### config.mk
export PLATFORM = sky130hd
export DESIGN_NAME = safe_lock_ctrl
export DESIGN_NICKNAME = d
export VERILOG_FILES = /design/src/rtl/safe_lock_ctrl.sv
export SDC_FILE = /design/constraint.sdc
export NUM_CORES = 1
export LEC_CHECK = 0
export BUFFER_PORTS_ARGS = -buffer_cell sky130_fd_sc_hd__buf_2
export CORE_MARGIN = 2
export CORE_UTILIZATION = 55
export CTS_CLUSTER_SIZE = 10
export DETAILED_ROUTE_END_ITERATION = 12
export PLACE_DENSITY = 0.76
export SYNTH_ARGS = -nofsm -noshare
export SYNTH_HDL_FRONTEND = slang
export SYNTH_SLANG_ARGS = --single-unit
### constraint.sdc
create_clock -name clk -period 5.95 [get_ports clk]
set_input_delay 0 -clock clk [delete_from_list [all_inputs] [get_ports clk]]
set_output_delay 0 -clock clk [all_outputs]
set_load 0.01 [all_outputs]
### src/rtl/safe_lock_ctrl.sv
// safe_lock_ctrl: shifts keypad code words MSB-first into the serial unlock detector,
// drives the unlock window and the failure lockout. Define SAFE_CTRL_EARLY_RELOCK_EN for the relock input.
module safe_lock_ctrl #(
  parameter int CODE_BITS      = 4,
  parameter int MAX_FAILS      = 3,
  parameter int UNLOCK_CYCLES  = 500,
  parameter int LOCKOUT_CYCLES = 1000
) (
  input  logic                           clk,
  input  logic                           rstn,
  input  logic                           code_valid,
  output logic                           code_ready,
  input  logic [CODE_BITS-1:0]           code_data,
  output logic                           det_rstn,
  output logic                           ser_val,
  output logic                           ser_data,
  input  logic                           det_val,
  input  logic                           det_data,
  output logic                           unlock,
  output logic                           locked_out,
`ifdef SAFE_CTRL_EARLY_RELOCK_EN
  input  logic                           relock,
`endif
  output logic [$clog2(MAX_FAILS+1)-1:0] fail_cnt
);

  // Handshake: a code word is taken on a rising edge where code_valid and code_ready
  // are both high; code_ready is high only in IDLE and nothing is queued otherwise.

  localparam int TMAX = (UNLOCK_CYCLES > LOCKOUT_CYCLES) ? UNLOCK_CYCLES : LOCKOUT_CYCLES;
  localparam int TW   = $clog2(TMAX + 1);
  localparam int FW   = $clog2(MAX_FAILS + 1);
  localparam int BW   = (CODE_BITS > 1) ? $clog2(CODE_BITS) : 1;

  typedef enum logic [2:0] {
    S_IDLE,
    S_SHIFT,
    S_FLUSH,
    S_OPEN,
    S_LOCKOUT
  } state_t;

  state_t               state_q;
  logic                 boot_q;
  logic [CODE_BITS-1:0] sr_q;
  logic [BW-1:0]        bit_cnt_q;
  logic [TW-1:0]        timer_q;
  logic                 hit_q;
  logic                 ready_q;
  logic                 det_rstn_q;
  logic                 ser_val_q;
  logic                 ser_data_q;
  logic                 unlock_q;
  logic                 locked_q;
  logic [FW-1:0]        fail_q;
  logic                 early_relock;

`ifdef SAFE_CTRL_EARLY_RELOCK_EN
  assign early_relock = relock;
`else
  assign early_relock = 1'b0;
`endif

  always_ff @(posedge clk or negedge rstn) begin
    if (!rstn) begin
      state_q    <= S_IDLE;
      boot_q     <= 1'b0;
      sr_q       <= '0;
      bit_cnt_q  <= '0;
      timer_q    <= '0;
      hit_q      <= 1'b0;
      ready_q    <= 1'b0;
      det_rstn_q <= 1'b0;
      ser_val_q  <= 1'b0;
      ser_data_q <= 1'b0;
      unlock_q   <= 1'b0;
      locked_q   <= 1'b0;
      fail_q     <= '0;
    end else begin
      boot_q <= 1'b1;
      case (state_q)
        S_IDLE: begin
          ready_q    <= 1'b1;
          // Holds the detector in reset for one extra cycle after rstn releases.
          det_rstn_q <= boot_q;
          if (code_valid && ready_q) begin
            state_q    <= S_SHIFT;
            ready_q    <= 1'b0;
            det_rstn_q <= 1'b1;
            sr_q       <= code_data << 1;
            ser_val_q  <= 1'b1;
            ser_data_q <= code_data[CODE_BITS-1];
            bit_cnt_q  <= '0;
          end
        end
        S_SHIFT: begin
          if (bit_cnt_q == BW'(CODE_BITS - 1)) begin
            // Mealy verdict on the last bit is the only one that counts.
            hit_q      <= det_val & det_data;
            state_q    <= S_FLUSH;
            ser_val_q  <= 1'b0;
            ser_data_q <= 1'b0;
            det_rstn_q <= 1'b0;
          end else begin
            ser_data_q <= sr_q[CODE_BITS-1];
            sr_q       <= sr_q << 1;
            bit_cnt_q  <= bit_cnt_q + BW'(1);
          end
        end
        S_FLUSH: begin
          det_rstn_q <= 1'b1;
          if (hit_q) begin
            fail_q   <= '0;
            timer_q  <= TW'(UNLOCK_CYCLES);
            unlock_q <= 1'b1;
            state_q  <= S_OPEN;
          end else if (int'(fail_q) + 1 >= MAX_FAILS) begin
            fail_q   <= FW'(MAX_FAILS);
            timer_q  <= TW'(LOCKOUT_CYCLES);
            locked_q <= 1'b1;
            state_q  <= S_LOCKOUT;
          end else begin
            fail_q  <= fail_q + FW'(1);
            ready_q <= 1'b1;
            state_q <= S_IDLE;
          end
        end
        S_OPEN: begin
          if (timer_q == TW'(1) || early_relock) begin
            unlock_q <= 1'b0;
            ready_q  <= 1'b1;
            timer_q  <= '0;
            state_q  <= S_IDLE;
          end else begin
            timer_q <= timer_q - TW'(1);
          end
        end
        S_LOCKOUT: begin
          if (timer_q == TW'(1)) begin
            locked_q <= 1'b0;
            fail_q   <= '0;
            ready_q  <= 1'b1;
            timer_q  <= '0;
            state_q  <= S_IDLE;
          end else begin
            timer_q <= timer_q - TW'(1);
          end
        end
        default: state_q <= S_IDLE;
      endcase
    end
  end

  assign code_ready = ready_q;
  assign det_rstn   = det_rstn_q;
  assign ser_val    = ser_val_q;
  assign ser_data   = ser_data_q;
  assign unlock     = unlock_q;
  assign locked_out = locked_q;
  assign fail_cnt   = fail_q;

endmodule

Yosys cells after proc, flatten, opt, wreduce, memory -nomap -nowiden
Cells that the tools add are included.

Flip-flop bits (word level): 29. Bits in latches: 0. RAM bits: 0. ROM bits: 0. Input bits: 9. Output and inout bits: 8. Logic and storage cells: 95. Memories kept: 0.

$add $sub $neg: 4. Multipliers: 0. Div/mod/pow operators: 0. Order comparisons: 1. Equal/unequal tests: 17. Shifts and indexed selects: 0. Mux-type cells: 39. Bitwise gates (word level): 1. Reduce and logical (&&, ||, !) cells: 20.

Operators with widths (number): 10-bit two-way mux (3); 10-bit case mux with 2 select lines (1); 2-bit != test, second input constant (9); 3-bit two-way mux (5); 1-bit two-way mux (13); 3-bit case mux with 4 select lines (1); 3-bit AND reduction (4); 10-bit by 1-bit == test with 1-bit output, second input constant (1); 2-bit two-way mux (5); 2-bit AND reduction (5); 10-bit by 1-bit subtractor with 10-bit output, second input constant (1); 4-bit two-way mux (2); 1-bit case mux with 2 select lines (4); 2-bit case mux with 2 select lines (2); 4-bit case mux with 2 select lines (1); 4-bit AND reduction (2); 2-bit nonzero test (4); 3-bit by 2-bit == test with 1-bit output, second input constant (2); 1-bit case mux with 3 select lines (2); 3-bit nonzero test (2); 2-bit by 1-bit adder with 2-bit output, second input constant (2); 2-bit by 1-bit adder with 3-bit output, second input constant (1); 3-bit by 1-bit == test with 1-bit output, second input constant (1); 3-bit == test, second input constant (1); 8 further kinds (8).

Depth between registers and ports, before layout
Word-level depth: 5. Depth in mapped cells: 6. Mapped depth without buffers: 6.

Worst setup path before layout
Ideal clock, no wire load.

Kind: register -> register. Start point: reg timer_q[1]. End point: reg fail_q[0], in the netlist fail_cnt[0]. Setup time: 0.127 ns. Arrival time: 1.851 ns. Data required time: 5.823 ns. Slack: 3.972 ns. Stages on the path, launching flop included: 7. Buffers on the path: 0. Clock period less this slack: 1.978 ns. Cell sequence: dfrtp_1 -> inv_1 -> ha_1 -> or4b_1 -> o41ai_2 -> and2_1 -> mux2_1.

Cells in the longest elaborated chain, start to end: 3.

RTL lines: from (decl) (line 47) `logic [TW-1:0] timer_q;`; from (signal assigned) (line 114) `timer_q <= TW'(UNLOCK_CYCLES);`; from (signal assigned) (line 119) `timer_q <= TW'(LOCKOUT_CYCLES);`; from (signal assigned) (line 135) `timer_q <= timer_q - TW'(1);`; 10-bit by 1-bit == test with 1-bit output (line 139) `if (timer_q == TW'(1)) begin`; 2-bit != test (no line); 2-bit AND reduction (no line); to (signal assigned) (line 118) `fail_q <= FW'(MAX_FAILS);`; to (signal assigned) (line 123) `fail_q <= fail_q + FW'(1);`; to (decl) (line 55) `logic [FW-1:0] fail_q;`.

No other way between the ends. A chain may end at the register's enable or synchronous reset.

Worst setup path after layout
Ends and elaborated chain as after synthesis.

==> metrics <==
Yosys Warn Count 0; Final ANT Viol Nets 0; number of synthesized flops with an enable pin 0; pin count of the biggest net entering global routing 29; Placer Congestion 0.8320; worst max-slew margin expressed relative to the limit 0.5285; share of power burned in the clock network 0.127; count of endpoints failing hold in the final timing report 0; post-synth design cell area 1519 um^2; Max Root-Sink Buffers 2; total power consumption of the routed design 0.7455 mW; Std-Cell Core Area 2686 um^2; post-synth cell types 47; TritonCTS clock tree done; cell count of the worst reg-to-reg path 6; post-synthesis to final-layout area growth 13.18%; min cycle time layout 2140 ps; clock latency at the later pin of the worst-skew pair 330 ps; FF-to-FF End fail_cnt[0]; maximum achievable frequency 0.4672 GHz; kind of start point of the critical path register; Remaining Overflow, GRT 0; CTS Root Cell clkbuf_4; Reg power frac 0.483; cell count after synthesis 163; total I/O pin count 17; CP Data Required Time 6190 ps; # nets final 197; ratio of routed vias to standard cells 6.395; final slew viol count 0; clock transition at the register clock pins on the worst setup and hold paths after CTS 150 ps; row count 19; Switching Power 0.3090 mW; vias after detailed routing 1375; status completed; per-cell routed wire length 15.91 um; ANT cells 0; # clock sinks 28; drt pass-1 iters 4; antenna violations before repair 0; internal power component 0.4365 mW; nature of the critical path endpoint register; Hold Path Depth 4; cell area power density 433.6 nW/um^2; post-DP HPWL 2434 um; sink of the worst hold path code_ready; worst hold path type in -> reg; Clock Skews 7.112 ps; remaining routing DRC violations 0; Finish-stage setup viols 0; fraction of power spent switching nets 0.4144; mean instance size in the synthesized netlist 9.319 um^2; Post-Syn Nets 175; wire length of the first global-routing pass 5837 um; port bufs 16; max-cap violation count 0; final critical-path share of the clock period 0.3597; reg-to-reg critical path startpoint timer_q[1]; final sum of negative setup slack 0 ps; dominant register cell in the synthesized netlist dfrtp_1; vertical extent of the die 56.55 um; number of DRC markers in iteration 0 56; top-area cell type share of the netlist area 0.4613; combinational share of power 0.390; layout cells sized above 1 0.1576; sum of routed wire length over all layers 3420 um; critical hold path startpoint code_valid; cell types occupying the most area after synthesis dfrtp_1 (46%), a21oi_1 (5.9%), o21ai_0 (4.6%); setup repair after global routing missed its margin no; Slew @ Worst Pin 705.7 ps; flop2flop setup slack 3810 ps; Max VDD drop 307.0 uV; top-count cell post-synth dfrtp_1; number of levels the H-tree was split into 1; global routing usage summed across all routing layers 0.2343; most numerous cell types in the synthesized netlist dfrtp_1 (28), a21oi_1 (18), nand2_1 (14), o21ai_0 (14), inv_1 (11); number of global-route vias before repair 1289; critical path data arrival time 2380 ps; classification of the worst setup path reg -> reg; overall die area 3198 um^2; register bit count reported by yosys 28; share of flip-flops with an asynchronous set or reset after synthesis 1.000; horizontal extent of the die 56.55 um; sequential share of the synthesized area 0.4613; worst-path maximum fanout 4; CTS Buf Count 3; starting density of the core 0.5654; Yosys top cell by area dfrtp_1; leakage component of the power 0.7403 nW
worst max path at each step:
stage               depth (start not counted)       start          end
floorplan                                   6  timer_q[1]  fail_cnt[0]
global placement                            6  timer_q[1]  fail_cnt[0]
detailed placement                          6  timer_q[1]  fail_cnt[0]
CTS                                         6  timer_q[1]  fail_cnt[0]
global route                                6  timer_q[1]  fail_cnt[0]
finish                                      6  timer_q[1]  fail_cnt[0]
logic make-up after synthesis:
logic type,after synthesis,synth area share
AOI/OAI and AO/OA,62,0.2636
and+or+nand+nor,49,0.1829
DFF,28,0.4613
buffers and inverters,17,0.04365
muxes,3,0.02142
adders and majority gates,3,0.02471
other,1,0.002469
worst max-delay path, cell delays in order, from the launching register on:
cell	delay [ps]
dfrtp_1	420
inv_1	100
ha_1	210
or4b_1	530
o41ai_2	260
and2_1	200
mux2_1	330
layout make-up:
| cell class | instances | area (um^2) |
|---|---|---|
| Tap cell | 31 | 38.79 |
| Timing Repair Buffer | 23 | 150.1 |
| Clock buffer | 4 | 36.28 |
| Multi-Input combinational cell | 118 | 752.0 |
| Fill cell | 244 | 967.2 |
| Inverter | 11 | 41.29 |
| Sequential cell | 28 | 700.7 |
flip-flops by register name, indices dropped and copies added, names as in the netlist:
register / cells
ser_data: 1
sr_q: 3
hit_q: 1
code_ready: 1
locked_out: 1
timer_q: 10
det_rstn: 1
bit_cnt_q: 2
fail_cnt: 2
state_q: 3
ser_val: 1
boot_q: 1
unlock: 1
power by group through the flow:
stage	Combinational, mW	Sequential, mW	Clock [mW]
2_1_floorplan	0.217	0.340	0
3_3_place_gp	0.271	0.355	0
3_5_place_dp	0.286	0.362	0
4_1_cts	0.290	0.358	0.0960
5_1_grt	0.329	0.374	0.102
6_report	0.291	0.360	0.0944
timing repair:
item,4_1_cts,5_1_grt
setup buffers,0,0
endpoints found under the hold margin,33,0
gates resized for setup,0,0
hold buffers,7,0
routing by layer:
layer | part of all wire | routed length (um) | track usage
met5 | 0 | 0 | 0
met4 | 0.019 | 66 | 0.1054
met3 | 0.050 | 170 | 0.02304
met2 | 0.49 | 1672 | 0.3904
met1 | 0.44 | 1511 | 0.3077
per-stage QoR:
stage	area (um^2)	hold WS (ps)	cells	util	worst slack [ps]
finish	1719	102.0	215	0.6400	3810
global route	1719	165.9	215	0.6400	3724
CTS	1719	88.11	215	0.6400	3818
detailed placement	1613	50.06	204	0.6004	3836
global placement	1613	43.75	204	0.6004	3917
floorplan	1519	-295.6	163	-	3972
cells in the final DEF (no fill, tap or decap), drive strengths merged, types with 2 or more instances in the layout:
cell type and count:
a22oi 2, a21oi 18, a21o 2, ha 3
dfrtp 28, or4 4, nor4 3, or2 2
o21ai 14, o21a 2, a22o 2, nor3 4
nor3b 3, o22ai 3, nand2 14, a31oi 6
clkbuf 4, nor2 7, nand3 2, o22a 3
inv 11, mux2 2, nand2b 3, dlygate4sd3 7
buf 16
No activity file was read; power rests on OpenSTA's default activity.
